<file path="src/rtl/scan_disp_mux.sv">
// Time-multiplexed digit-scan display driver with a per-frame input snapshot and hex-to-7-segment decode.
// Optional leading-zero blanking is enabled by defining LEAD_ZERO_BLANK_EN.
module scan_disp_mux #(
    parameter int N_DIG = 10,
    parameter int DW    = 4,
    parameter int DIV   = 1000,
    localparam int SW   = $clog2(N_DIG)
) (
    input  logic                  clk,
    input  logic                  rst,
    input  logic                  en,
    input  logic [N_DIG*DW-1:0]   din,
    output logic [SW-1:0]         sel,
    output logic [DW-1:0]         y,
    output logic [N_DIG-1:0]      an,
    output logic [6:0]            seg,
    output logic                  frame_done
);

    localparam int DCW = (DIV > 1) ? $clog2(DIV) : 1;

    logic [DCW-1:0]      div_cnt;
    logic [SW-1:0]       idx;
    logic [N_DIG*DW-1:0] snap;
    logic                tick;
    logic                wrap;
    logic [DW-1:0]       cur_dig;
    logic [3:0]          nib;
    logic                cur_blank;
    logic [N_DIG-1:0]    one_hot;

    function automatic logic [6:0] hex7(input logic [3:0] v);
        case (v)
            4'h0: hex7 = 7'h3F;
            4'h1: hex7 = 7'h06;
            4'h2: hex7 = 7'h5B;
            4'h3: hex7 = 7'h4F;
            4'h4: hex7 = 7'h66;
            4'h5: hex7 = 7'h6D;
            4'h6: hex7 = 7'h7D;
            4'h7: hex7 = 7'h07;
            4'h8: hex7 = 7'h7F;
            4'h9: hex7 = 7'h6F;
            4'hA: hex7 = 7'h77;
            4'hB: hex7 = 7'h7C;
            4'hC: hex7 = 7'h39;
            4'hD: hex7 = 7'h5E;
            4'hE: hex7 = 7'h79;
            default: hex7 = 7'h71;
        endcase
    endfunction

    assign tick    = en && (div_cnt == DCW'(DIV - 1));
    assign wrap    = tick && (idx == SW'(N_DIG - 1));
    assign nib     = 4'(cur_dig);
    assign one_hot = N_DIG'(1) << idx;

    always_comb begin
        cur_dig = '0;
        for (int k = 0; k < N_DIG; k++) begin
            if (idx == SW'(k)) cur_dig = snap[k*DW +: DW];
        end
    end

`ifdef LEAD_ZERO_BLANK_EN
    // A digit is blank when it and every more significant digit of the snapshot are zero.
    logic [N_DIG-1:0] blank_mask;
    logic             lz;

    always_comb begin
        blank_mask = '0;
        lz         = 1'b1;
        for (int k = N_DIG - 1; k >= 1; k--) begin
            lz            = lz && (snap[k*DW +: DW] == '0);
            blank_mask[k] = lz;
        end
    end

    assign cur_blank = |(blank_mask & one_hot);
`else
    assign cur_blank = 1'b0;
`endif

    always_ff @(posedge clk or posedge rst) begin
        if (rst) begin
            div_cnt    <= '0;
            idx        <= '0;
            snap       <= '0;
            sel        <= '0;
            y          <= '0;
            an         <= '0;
            seg        <= '0;
            frame_done <= 1'b0;
        end else begin
            frame_done <= wrap;
            if (en) begin
                div_cnt <= tick ? '0 : div_cnt + DCW'(1);
                if (tick) idx <= (idx == SW'(N_DIG - 1)) ? '0 : idx + SW'(1);
                if (wrap) snap <= din;
                sel <= idx;
                y   <= cur_dig;
                an  <= cur_blank ? '0 : one_hot;
                seg <= cur_blank ? 7'h00 : hex7(nib);
            end else begin
                y   <= '0;
                an  <= '0;
                seg <= 7'h00;
            end
        end
    end

endmodule
</file>
<file path="config.mk">
export PLATFORM = sky130hd
export DESIGN_NAME = scan_disp_mux
export DESIGN_NICKNAME = d
export VERILOG_FILES = /design/src/rtl/scan_disp_mux.sv
export SDC_FILE = /design/constraint.sdc
export NUM_CORES = 1
export LEC_CHECK = 0
export CORE_MARGIN = 3
export CORE_UTILIZATION = 52
export DETAILED_ROUTE_END_ITERATION = 10
export GPL_TIMING_DRIVEN = 0
export PLACE_DENSITY_LB_ADDON = 0.25
export SLEW_MARGIN = 15
export SYNTH_ARGS = -nofsm -noshare
export SYNTH_HDL_FRONTEND = slang
export SYNTH_SLANG_ARGS = --single-unit
</file>
<file path="constraint.sdc">
create_clock -name clk -period 3.55 [get_ports clk]
set_input_delay 0.71 -clock clk [delete_from_list [all_inputs] [get_ports clk]]
set_output_delay 0.71 -clock clk [all_outputs]
set_load 0.01 [all_outputs]
</file>
### After elaboration in Yosys (flattened, before gate mapping)

Memory sizes are Yosys's and may differ from the RTL's.
Index checks and enable logic that the tools add are counted.

| storage, ports and cells | value |
|---|---|
| register bits after elaboration | 80 |
| memory bits (read-only) | 112 |
| bits of input ports | 43 |
| output and inout port bits | 26 |
| word-level logic and storage cells | 42 |
| memories | 1 |

| cells by class | value |
|---|---|
| $add $sub $neg | 2 |
| equal/unequal tests | 10 |
| shift operators | 1 |
| mux-type cells | 15 |
| reductions and logical operators | 5 |

Memory list:

| memory | words | width | rd ports | clocked after Yosys merged registers in | write ports | RTL line | source |
|---|---|---|---|---|---|---|---|
| (no name shown) | 16 | 7 | 1 | 0 | 0 | 33 | `case (v)` |

Operators with widths:

| operator | count |
|---|---|
| 4-bit two-way mux | 12 |
| 10-bit two-way mux | 2 |
| 4-bit by 3-bit equality test with 1-bit output, second input constant | 4 |
| 10-bit by 1-bit adder with 10-bit output, second input constant | 1 |
| 10-bit equality test, second input constant | 1 |
| 1-bit by 4-bit << shifter with 10-bit output, first input constant | 1 |
| 4-bit by 2-bit equality test with 1-bit output, second input constant | 2 |
| 4-bit equality test, second input constant | 2 |
| 7-bit two-way mux | 1 |
| 4-bit by 1-bit adder with 4-bit output, second input constant | 1 |
| 4-bit by 1-bit equality test with 1-bit output, second input constant | 1 |
| 4-bit logical NOT | 1 |
| 2-bit AND reduction | 2 |
| 1-bit logical AND | 2 |

### Longest topological paths before layout

Gate-level depths: netlist of run 1.
An unclocked memory read counts as a cell.

| depth | value |
|---|---|
| depth in word-level cells | 13 |
| depth in mapped cells | 12 |
| gate-level depth less buffers | 10 |

### Worst setup path after synthesis of run 1

Ideal clock, no wire load.

| timing | value |
|---|---|
| path type | flip-flop to flip-flop |
| start | reg idx[0] |
| end | reg seg[3] |
| setup time | 125 ps |
| arrival | 2215 ps |
| required time | 3425 ps |
| slack | 1210 ps |
| stages on the path, launching flop included | 10 |
| buffers on the path | 1 |
| clock period less this slack | 2340 ps |
| cell sequence | dfrtp_1 -> buf_2 -> mux4_2 -> a22oi_1 -> o21ai_1 -> inv_1 -> ha_1 -> nand3_1 -> o21ai_0 -> a2bb2o_1 |

| between the ends | value |
|---|---|
| word-level cells in the longest chain between the ends | 13 |
| elaborated cells on any way between the ends | 22 |
| those cells by class | eq/ne: 9; mux: 11; reduce/logical: 1; memory: 1 |

RTL lines:

| element | RTL line | source |
|---|---|---|
| start: declaration | 23 | `logic [SW-1:0] idx;` |
| start signal: assignment | 98 | `if (tick) idx <= (idx == SW'(N_DIG - 1)) ? '0 : idx + SW'(1);` |
| 4-bit logical NOT | 61 | `if (idx == SW'(k)) cur_dig = snap[k*DW +: DW];` |
| 4-bit two-way mux (9 in series) | 61 |  |
| 4-bit two-way mux * | 61 |  |
| memory read 16 x 7 bit * | -- |  |
| 7-bit two-way mux * | 96 | `if (en) begin` |
| end signal: assignment | 103 | `seg <= cur_blank ? 7'h00 : hex7(nib);` |
| end: declaration | 16 | `output logic [6:0] seg,` |

Every way passes the cells marked *; elsewhere a longest branch is shown, timed or not.
A chain may end at the register's enable or synchronous reset.

### Final worst setup path of run 1

Same ends and word-level chain as after synthesis.

==> summary.txt, run 1 <==
Outcome
  • Status: finished, final reports clean

Route
  • WL/cell: around 16 µm
  • Vias per cell: ~5.4
  • DR pass1 iterations: 4
  • Drt drc: 0
  • Via Count: between 2,000 and 3,000
  • ANT nets after route: 0
  • Total Wirelength: ~7700 µm
  • Iter 0 DRT Violations: between 100 and 150

Setup path
  • Crit path DAT: between 3000 and 4000 ps
  • RR Endpoint: seg[3]
  • Worst path cell trace: buf_2 -> mux4_2 -> a22oi_1 -> o21ai_1 -> inv_1 -> ha_1 -> nand3_1 -> o21ai_0 -> a2bb2o_1
  • Worst Path Max Fanout: 10
  • Critical Path End Type: flop
  • Required @ worst endpoint: 3790 ps
  • Family with the most delay on the worst path: compound AO/OA/AOI/OAI gates
  • Crit path capture: seg[3]
  • Buf+Inv Stages, Crit Path: 2
  • FF-to-FF path depth: 9
  • Worst Setup SP: idx[0]
  • CP peak stage delay: 570 ps
  • CP Depth: 9
  • Slowest stage cell on the critical path: mux4_2
  • FF-to-FF Start: idx[0]
  • CP Launch Type: flop
  • Worst R2R Setup Slack: just over 600 ps
  • Critical path type: flop to flop

CTS
  • Max Root-Sink Buffers: 2
  • H-tree depth: 3
  • Clk root buf: clkbuf_8
  • CTS tree: done
  • Skew-Pair Late Insertion Delay: 350 ps
  • Hold-fix buffers, CTS: 0
  • CTS sink cnt: 80
  • Number of buffers created by CTS: 9
  • Setup bufs post-CTS: 0
  • Worst-path clk slew: 90 ps
  • Post-CTS Resized: 0

Yosys
  • Syn Nets: approximately 360
  • Ys Warns: 0
  • Ys flop type: dfrtp_1
  • Distinct cells, synth: 59
  • Synthesized netlist cell count: around 300
  • Asr flop ratio synth: 100.0%
  • Largest cells by area after synthesis: dfrtp_1, mux2_2, ha_1
  • Leading area contributor after synthesis: dfrtp_1
  • Most frequent cell after synthesis: dfrtp_1
  • Seq/Total Area, Yosys: 53.00%
  • Post-synthesis register bit count: 80
  • Commonest cells in the synthesized netlist: dfrtp_1, mux2_2, nor2_1
  • Synth top area share: approximately 53%
  • Post-Syn Area: approximately 3800 µm²
  • EDFF count, synth: 0
  • Avg Cell Area, Syn: 12.38 µm²

Power and ir drop
  • P_leak: around 2.3 nW
  • Switching share of power: a little under a quarter
  • Final Total Pwr: slightly below 2 mW
  • Logic pwr share: about 9.0%
  • Clk pwr share: 40.8%
  • Worst vdd ir: about 0.25 mV
  • Design internal power: ~1.5 mW
  • Switching pwr: 0.4603 mW
  • PwrDens: between 400 and 500 nW/µm²
  • Reg power frac: ~50%

Finish
  • FILL cells: just over 500
  • FF+latch area: ~2000 µm²
  • Area Overhead vs Synth: 27.92%
  • Final Util: between 60% and 70%
  • Non-filler cells, final: between 400 and 500
  • NumNets Final: approximately 440
  • Finished Cell Area: ~4800 µm²
  • Multi-input combinational cell area: 1588 µm²
  • Share of cells above drive strength 1: between 20% and 30%
  • Number of diodes: 0

STA
  • Setup total negative slack: 0 ps
  • PnR worst setup slack: 605.6 ps
  • Clock skew: just under 9 ps
  • Final setup viols: 0
  • Final worst-path cycle share: slightly above 80%
  • RSZ-0062 raised after global routing: false
  • Max-Slew Margin vs Limit: ~64%
  • Final hold slack: ~500 ps
  • Fmax: approximately 0.34 GHz
  • Worst slew pin tran: 530.3 ps
  • Fin crit period: between 2000 and 3000 ps
  • Slew Limit Fails: 0
  • Final Hold Viols: 0

Global routing
  • Grt met1 use: roughly 27%
  • Met3 GRT Util: between 3 and 4%
  • Largest net degree at the start of global routing: 44
  • GR Layer Usage met2: a little under a third
  • Initial antenna violation count: 0
  • First-pass GRT wire length: 12,950 µm
  • Total global routing overflow: 0
  • Gr usage total: about a fifth
  • Vias in the first global route: around 2,700
  • Layer with the highest usage: met2

Min path
  • HP Class: flop to flop

Die
  • Initial core utilization: roughly 55%
  • Die area: between 8000 and 9000 µm²
  • Die Y: 91.23 µm
  • Die width: roughly 91 µm
  • # IOs: 69
  • Row cnt: 30
  • Core outline area: about 7000 µm²

Placed design
  • Pre-CTS WS: between 600 and 700 ps
  • Area after DPL: approximately 4600 µm²
  • Port Buffers: 67
  • Post-DP HPWL: approximately 5700 µm
  • Placed Cells incl. Taps: 469
  • Final GP Congestion: between 0.8 and 0.9

Run
  • Max Cap Viol: 0
## kinds of logic (layout without fill, tap and decap cells)
kind of cell / Yosys count / count (layout) / share of synthesized area (%)
adder cells (fa/ha/maj): 9 / 9 / 2.981
multiplexers: 56 / 56 / 17.46
AND/OR/NAND/NOR: 72 / 72 / 11.20
XOR/XNOR: 8 / 8 / 1.855
flip-flops: 80 / 80 / 53.00
buffers and inverters: 32 / 116 / 4.968
AO/OA/AOI/OAI: 48 / 48 / 8.546
## how the worst min path moves through the flow
stage	from	to	slack [ps]	cells past startpoint
after floorplan	snap[31]	snap[31]	450	1
after global placement	snap[32]	snap[32]	470	1
after detailed placement	snap[32]	snap[32]	480	1
after CTS	snap[32]	snap[32]	500	1
after global routing	snap[7]	snap[7]	530	1
final	snap[32]	snap[32]	500	1
## power by group through the flow
stage               Sequential (mW)  Combinational (mW)  Clock, mW
finish                        0.992               0.178      0.807
global route                   1.00               0.202      0.863
CTS                           0.991               0.181      0.818
detailed placement             1.01               0.181          0
global placement               1.01               0.171          0
floorplan                      1.00              0.0997          0
## layer usage
metal	up-vias	part of all wire [%]
met3	13	4.0
met1	1299	46
met2	74	48
li1	1247	-
met4	0	1.8
met5	-	0
## registers in the layout, indices dropped and copies added, names as in the netlist
| register | count |
|---|---|
| seg | 7 |
| snap | 40 |
| frame_done | 1 |
| y | 4 |
| sel | 4 |
| an | 10 |
| div_cnt | 10 |
| idx | 4 |
## layout make-up
| type | instances | area share, % |
|---|---|---|
| Timing Repair Buffer | 68 | 14.29 |
| Inverter | 15 | 1.217 |
| Tap cell | 96 | 2.486 |
| Clock buffer | 9 | 2.563 |
| Sequential cell | 80 | 41.43 |
| Buffer | 17 | 2.719 |
| Clock inverter | 7 | 2.434 |
| Multi-Input combinational cell | 193 | 32.86 |
## layout by cell type, fill, tap and decap left out, drive strengths merged, types with 4 or more instances in the layout
cell type	synthesis	routed
mux2	46	46
nand2	13	13
nand3	5	5
inv	15	17
mux2i	7	7
nor3	7	7
dfrtp	80	80
ha	9	9
clkbuf	4	13
a21oi	12	12
xnor2	6	6
clkdlybuf4s50	0	67
o21ai	15	15
nand4	4	4
nor2	18	18
buf	13	14
## worst register-to-register path, cell delays in order (launching register included)
cell	delay [ps]
dfrtp_1	470
buf_2	320
mux4_2	580
a22oi_1	250
o21ai_1	240
inv_1	180
ha_1	250
nand3_1	140
o21ai_0	110
a2bb2o_1	310
(Power assumes the default switching activity.)
==> run 2, diff against run 1 <==
--- a/config.mk
+++ b/config.mk
@@ -6,7 +6,7 @@
 export NUM_CORES = 1
 export LEC_CHECK = 0
 export CORE_MARGIN = 3
-export CORE_UTILIZATION = 52
+export CORE_UTILIZATION = 47
 export DETAILED_ROUTE_END_ITERATION = 10
 export GPL_TIMING_DRIVEN = 0
 export PLACE_DENSITY_LB_ADDON = 0.25
==> constraint.sdc (replaced) <==
create_clock -name clk -period 2.35 [get_ports clk]
set_input_delay 0.47 -clock clk [delete_from_list [all_inputs] [get_ports clk]]
set_output_delay 0.47 -clock clk [all_outputs]
set_load 0.01 [all_outputs]
==> summary.txt, run 2 (synthesis gave the netlist of run 1 again) <==
STA
  • Final Hold Viols: 0 (unchanged)
  • Final setup viols: 1 (was 0)
  • Fin crit period: 2353 ps (was 2944 ps)
  • Max-Slew Margin vs Limit: 54.09% (was 64.38%)
  • Final hold slack: 492.2 ps (was 498.0 ps)
  • Fmax: 0.4249 GHz (was 0.3396 GHz)
  • Final worst-path cycle share: 100.1% (was 82.94%)
  • PnR worst setup slack: -3.388 ps (was 605.6 ps)
  • Clock skew: 8.194 ps (was 8.911 ps)
  • RSZ-0062 raised after global routing: true (was false)
  • Setup total negative slack: -3.388 ps (was 0 ps)
  • Slew Limit Fails: 0 (unchanged)
  • Worst slew pin tran: 687.2 ps (was 530.3 ps)

Finish
  • Finished Cell Area: 5054 µm² (was 4832 µm²)
  • NumNets Final: 449 (was 436)
  • Top Registers: snap (40), an (10), div_cnt (10) (unchanged)
  • Most frequent cells in the layout: dfrtp_1, clkdlybuf4s50_1, mux2_2 (unchanged)
  • Most common cell after layout, fill and taps aside: dfrtp_1 (unchanged)
  • Number of diodes: 0 (unchanged)
  • Share of cells above drive strength 1: 29.35% (was 22.37%)
  • Non-filler cells, final: 504 (was 485)
  • Largest register by flop count: snap (unchanged)
  • Area Overhead vs Synth: 33.79% (was 27.92%)
  • Final Util: 65.06% (was 69.96%)
  • FILL cells: 598 (was 517)
  • Max FFs per register: 40 (unchanged)

CTS
  • CTS sink cnt: 80 (unchanged)
  • CTS tree: done (unchanged)
  • Number of buffers created by CTS: 9 (unchanged)
  • Hold-fix buffers, CTS: 0 (unchanged)
  • Clk root buf: clkbuf_8 (unchanged)
  • H-tree depth: 3 (unchanged)
  • Skew-Pair Late Insertion Delay: 340 ps (was 350 ps)
  • Max Root-Sink Buffers: 2 (unchanged)
  • Worst-path clk slew: 80 ps (was 90 ps)

Die
  • # IOs: 69 (unchanged)
  • Die Y: 95.65 µm (was 91.23 µm)
  • Initial core utilization: 48.63% (was 54.69%)
  • Core outline area: 7767 µm² (was 6907 µm²)
  • Row cnt: 32 (was 30)
  • Die width: 95.65 µm (was 91.23 µm)
  • Die area: 9149 µm² (was 8323 µm²)

Placed design
  • Area after DPL: 4619 µm² (was 4591 µm²)
  • Final GP Congestion: 0.7825 (was 0.8110)
  • Post-DP HPWL: 5658 µm (was 5674 µm)
  • Port Buffers: 67 (unchanged)
  • Placed Cells incl. Taps: 476 (was 469)

Route
  • Vias per cell: 5.371 (was 5.429)
  • DR pass1 iterations: 4 (unchanged)
  • Iter 0 DRT Violations: 163 (was 105)
  • WL/cell: 15.80 µm (was 15.81 µm)
  • Via Count: 2,707 (was 2,633)
  • Drt drc: 0 (unchanged)
  • ANT nets after route: 0 (unchanged)
  • Total Wirelength: 7962 µm (was 7667 µm)

Outcome
  • Status: complete, but fails checks (was finished, final reports clean)
  • Failing checks: negative setup slack

Global routing
  • Gr usage total: 18.97% (was 19.73%)
  • Initial antenna violation count: 0 (unchanged)
  • Vias in the first global route: 2,756 (was 2,650)
  • Total global routing overflow: 0 (unchanged)
  • Largest net degree at the start of global routing: 31 (was 44)
  • First-pass GRT wire length: 13,390 µm (was 12,950 µm)

Setup path
  • Required @ worst endpoint: 2590 ps (was 3790 ps)
  • CP Launch Type: flop (unchanged)
  • Critical path type: flop to flop (unchanged)
  • Worst Path Max Fanout: 7 (was 10)
  • Critical Path End Type: flop (unchanged)
  • Crit path DAT: 2590 ps (was 3190 ps)

Run
  • Max Cap Viol: 0 (unchanged)

Min path
  • HP Class: flop to flop (unchanged)

Power and ir drop
  • P_leak: 2.357 nW (was 2.299 nW)
  • Worst vdd ir: 0.3247 mV (was 0.2546 mV)
  • PwrDens: 582.3 nW/µm² (was 409.3 nW/µm²)
run 2: metal layers:
layer	up-vias	share of wire (%)	track usage, %	wire, µm
li1	1275	-	-	-
met1	1341	45	26.82	3602
met2	82	48	29.59	3840
met3	9	5.4	3.552	431
met4	0	1.1	6.043	87
met5	-	0	0	0
run 2: worst max-delay path, stage by stage (launching register included):
cell and delay (ps):
dfrtp_2 400, buf_8 130, mux4_2 540, a22oi_2 290, o21ai_4 140, buf_6 150, ha_4 160, a21oi_2 110
a21oi_1 50, a221oi_1 280
run 2: area by class of cell:
class | instances | area (µm²) | share of cell area, %
flip-flops and latches | 80 | 2006 | 39.69
multi-input cells | 193 | 1670 | 33.05
repair buffers | 81 | 804.5 | 15.92
clock buffers | 12 | 165.2 | 3.268
plain buffers | 17 | 145.1 | 2.872
well taps | 102 | 127.6 | 2.525
clock inverters | 4 | 75.07 | 1.486
inverters | 15 | 60.06 | 1.188
run 2: repair_timing:
item	CTS	global route
endpoints found under the setup margin	25	44
pin swaps	2	7
resized for setup	12	17
buffers inserted	5	7
run 2: worst paths after layout:
check	startpoint	endpoint	slack, ps	cells after the start
max	idx[0]	seg[6]	-3	9
min	snap[32]	snap[32]	490	1
max reg2reg	idx[0]	seg[6]	-3	9
min reg2reg	snap[32]	snap[32]	490	1
max in group asynchronous	rst	idx[2]	1230	3
min in group asynchronous	rst	snap[29]	570	2
run 2: metrics by stage:
stage / setup slack [ps] / power [mW]
2_1_floorplan: 9.684 / 1.666
3_3_place_gp: -463.2 / 1.781
3_5_place_dp: -518.7 / 1.800
4_1_cts: -23.01 / 2.970
5_1_grt: -96.23 / 3.072
6_report: -3.388 / 2.943
run 2: power by group:
group	switching (mW)	internal, mW	total [mW]
registers	0.0579	1.44	1.50
clock network	0.480	0.685	1.16
logic	0.132	0.149	0.281
total	0.670	2.27	2.94
==> run 3, diff against run 2 <==
--- a/config.mk
+++ b/config.mk
@@ -5,8 +5,11 @@
 export SDC_FILE = /design/constraint.sdc
 export NUM_CORES = 1
 export LEC_CHECK = 0
+export ABC_AREA = 0
 export CORE_MARGIN = 3
-export CORE_UTILIZATION = 47
+export CORE_UTILIZATION = 49
+export CTS_BUF_LIST = sky130_fd_sc_hd__clkbuf_8
+export CTS_CLUSTER_DIAMETER = 150
 export DETAILED_ROUTE_END_ITERATION = 10
 export GPL_TIMING_DRIVEN = 0
 export PLACE_DENSITY_LB_ADDON = 0.25
==> summary.txt, run 3 (synthesis gave the netlist of run 1 again) <==
Route
  • DR pass1 iterations: 4 (unchanged)
  • Via Count: 2,690 (was 2,707)
  • Iter 0 DRT Violations: 156 (was 163)
  • WL/cell: 16.09 µm (was 15.80 µm)
  • Drt drc: 0 (unchanged)
  • Vias per cell: 5.348 (was 5.371)
  • ANT nets after route: 0 (unchanged)
  • Total Wirelength: 8092 µm (was 7962 µm)

Power and ir drop
  • PwrDens: 548.7 nW/µm² (was 582.3 nW/µm²)
  • Reg power frac: 53.8% (was 50.8%)
  • Switching pwr: 0.6642 mW (was 0.6699 mW)
  • Switching share of power: 23.91% (was 22.77%)
  • Worst vdd ir: 0.3375 mV (was 0.3247 mV)
  • Design internal power: 2.114 mW (was 2.273 mW)
  • Logic pwr share: 10.0% (was 9.6%)
  • Clk pwr share: 36.2% (was 39.6%)
  • P_leak: 2.363 nW (was 2.357 nW)

CTS
  • Clk root buf: clkbuf_8 (unchanged)
  • Hold-fix buffers, CTS: 0 (unchanged)
  • Skew-Pair Late Insertion Delay: 350 ps (was 340 ps)
  • CTS sink cnt: 80 (unchanged)
  • CTS tree: done (unchanged)
  • Number of buffers created by CTS: 9 (unchanged)
  • H-tree depth: 3 (unchanged)
  • Max Root-Sink Buffers: 2 (unchanged)
  • Worst-path clk slew: 80 ps (about the same)

Placed design
  • Placed Cells incl. Taps: 473 (was 476)
  • Port Buffers: 67 (unchanged)
  • Post-DP HPWL: 5678 µm (was 5658 µm)
  • Area after DPL: 4616 µm² (was 4619 µm²)
  • Final GP Congestion: 0.8373 (was 0.7825)

STA
  • Final worst-path cycle share: 98.20% (was 100.1%)
  • Max-Slew Margin vs Limit: 70.25% (was 54.09%)
  • Fmax: 0.4333 GHz (was 0.4249 GHz)
  • Final hold slack: 443.9 ps (was 492.2 ps)
  • Setup total negative slack: 0 ps (was -3.388 ps)
  • Final setup viols: 0 (was 1)
  • Slew Limit Fails: 0 (unchanged)
  • Fin crit period: 2308 ps (was 2353 ps)
  • Clock skew: 9.531 ps (was 8.194 ps)
  • Worst slew pin tran: 446.2 ps (was 687.2 ps)
  • Final Hold Viols: 0 (unchanged)

Setup path
  • Critical path type: flop to flop (unchanged)
  • RR Endpoint: seg[3] (was seg[6])
  • Worst path cell trace: buf_8 -> mux4_2 -> a22oi_2 -> o21ai_4 -> ha_4 -> inv_1 -> o21ai_2 -> a2bb2o_4 (was buf_8 -> mux4_2 -> a22oi_2 -> o21ai_4 -> buf_6 -> ha_4 -> a21oi_2 -> a21oi_1 -> a221oi_1)
  • Worst Path Max Fanout: 6 (was 7)
  • CP Depth: 8 (was 9)
  • Required @ worst endpoint: 2600 ps (was 2590 ps)
  • FF-to-FF path depth: 8 (was 9)
  • FF-to-FF Start: idx[0] (unchanged)
  • Worst Setup SP: idx[0] (unchanged)
  • Worst R2R Setup Slack: 40 ps (was -3 ps)
  • Critical Path End Type: flop (unchanged)
  • Crit path capture: seg[3] (was seg[6])
  • CP peak stage delay: 540 ps (about the same)
  • Buf+Inv Stages, Crit Path: 2 (unchanged)
  • CP Launch Type: flop (unchanged)
  • Family with the most delay on the worst path: compound AO/OA/AOI/OAI gates (unchanged)
  • Slowest stage cell on the critical path: mux4_2 (unchanged)
  • Crit path DAT: 2560 ps (was 2590 ps)

Finish
  • Top Registers: snap (40), an (10), div_cnt (10) (unchanged)
  • Number of diodes: 0 (unchanged)
  • Share of cells above drive strength 1: 30.69% (was 29.35%)
  • Finished Cell Area: 5064 µm² (was 5054 µm²)
  • Largest register by flop count: snap (unchanged)
  • FILL cells: 548 (was 598)
  • Most frequent cells in the layout: dfrtp_1, clkdlybuf4s50_1, mux2_2 (unchanged)
  • NumNets Final: 451 (was 449)
  • Max FFs per register: 40 (unchanged)
  • Non-filler cells, final: 503 (was 504)
  • Final Util: 68.71% (was 65.06%)
  • Area Overhead vs Synth: 34.05% (was 33.79%)
  • Most common cell after layout, fill and taps aside: dfrtp_1 (unchanged)

Die
  • Die area: 8798 µm² (was 9149 µm²)
  • Initial core utilization: 51.26% (was 48.63%)
  • Die width: 93.80 µm (was 95.65 µm)
  • Row cnt: 31 (was 32)
  • Die Y: 93.80 µm (was 95.65 µm)
  • Core outline area: 7370 µm² (was 7767 µm²)
  • # IOs: 69 (unchanged)

Global routing
  • Total global routing overflow: 0 (unchanged)
  • Vias in the first global route: 2,686 (was 2,756)
  • Largest net degree at the start of global routing: 36 (was 31)
  • Gr usage total: 19.75% (was 18.97%)
  • First-pass GRT wire length: 13,380 µm (was 13,390 µm)
  • Initial antenna violation count: 0 (unchanged)

Outcome
  • Status: finished, final reports clean (was complete, but fails checks)

Min path
  • HP Class: input pin to asynchronous set/reset pin (was flop to flop)

Run
  • Max Cap Viol: 0 (unchanged)
[run 3: final cells by class]
type / instances / area (µm²) / area share (%)
clock buffer: 14 / 192.7 / 3.805
buffer: 17 / 145.1 / 2.866
inverter: 15 / 60.06 / 1.186
multi-input combinational: 193 / 1702 / 33.61
sequential: 80 / 2006 / 39.61
tap: 99 / 123.9 / 2.446
clock inverter: 2 / 11.26 / 0.2224
timing repair buffer: 83 / 823.3 / 16.26
[run 3: power groups by stage]
| stage | Clock [mW] | Combinational [mW] | Sequential (mW) |
|---|---|---|---|
| finish | 1.01 | 0.278 | 1.50 |
| global route | 1.07 | 0.320 | 1.50 |
| CTS | 1.02 | 0.282 | 1.50 |
| detailed placement | 0 | 0.275 | 1.52 |
| global placement | 0 | 0.261 | 1.52 |
| floorplan | 0 | 0.151 | 1.51 |
[run 3: per-layer routing]
metal	up-vias	track usage [%]	part of all wire (%)
li1	1270	-	-
met1	1327	25.95	44
met2	78	31.22	49
met3	15	5.609	5.4
met4	0	7.220	1.8
met5	-	0	0
[run 3: through the flow]
| step | worst slack [ps] | power, mW |
|---|---|---|
| finish | 42.24 | 2.779 |
| global route | -19.74 | 2.895 |
| CTS | -18.23 | 2.796 |
| detailed placement | -487.0 | 1.798 |
| global placement | -460.9 | 1.781 |
| floorplan | 9.684 | 1.666 |
[run 3: worst register-to-register path, delay by kind of cell, from the launching register on]
kind / cells / cell delay, ps
adders and majority gates: 1 / 290
buffers and inverters: 2 / 180
muxes: 1 / 540
AOI/OAI and AO/OA: 4 / 820
DFF: 1 / 390
[run 3: worst min-delay path by stage]
| stage | start | slack, ps | endpoint | cells past startpoint |
|---|---|---|---|---|
| after floorplan | snap[31] | 450 | snap[31] | 1 |
| after global placement | snap[32] | 470 | snap[32] | 1 |
| after detailed placement | snap[31] | 480 | snap[31] | 1 |
| after CTS | rst | 440 | snap[20] | 2 |
| after global routing | rst | 460 | snap[36] | 2 |
| final | rst | 440 | snap[39] | 2 |
[run 3: repair_timing]
action	CTS	global route
resized for setup	11	25
endpoints found under the setup margin	7	43
pin swaps	3	6
buffers inserted	7	7
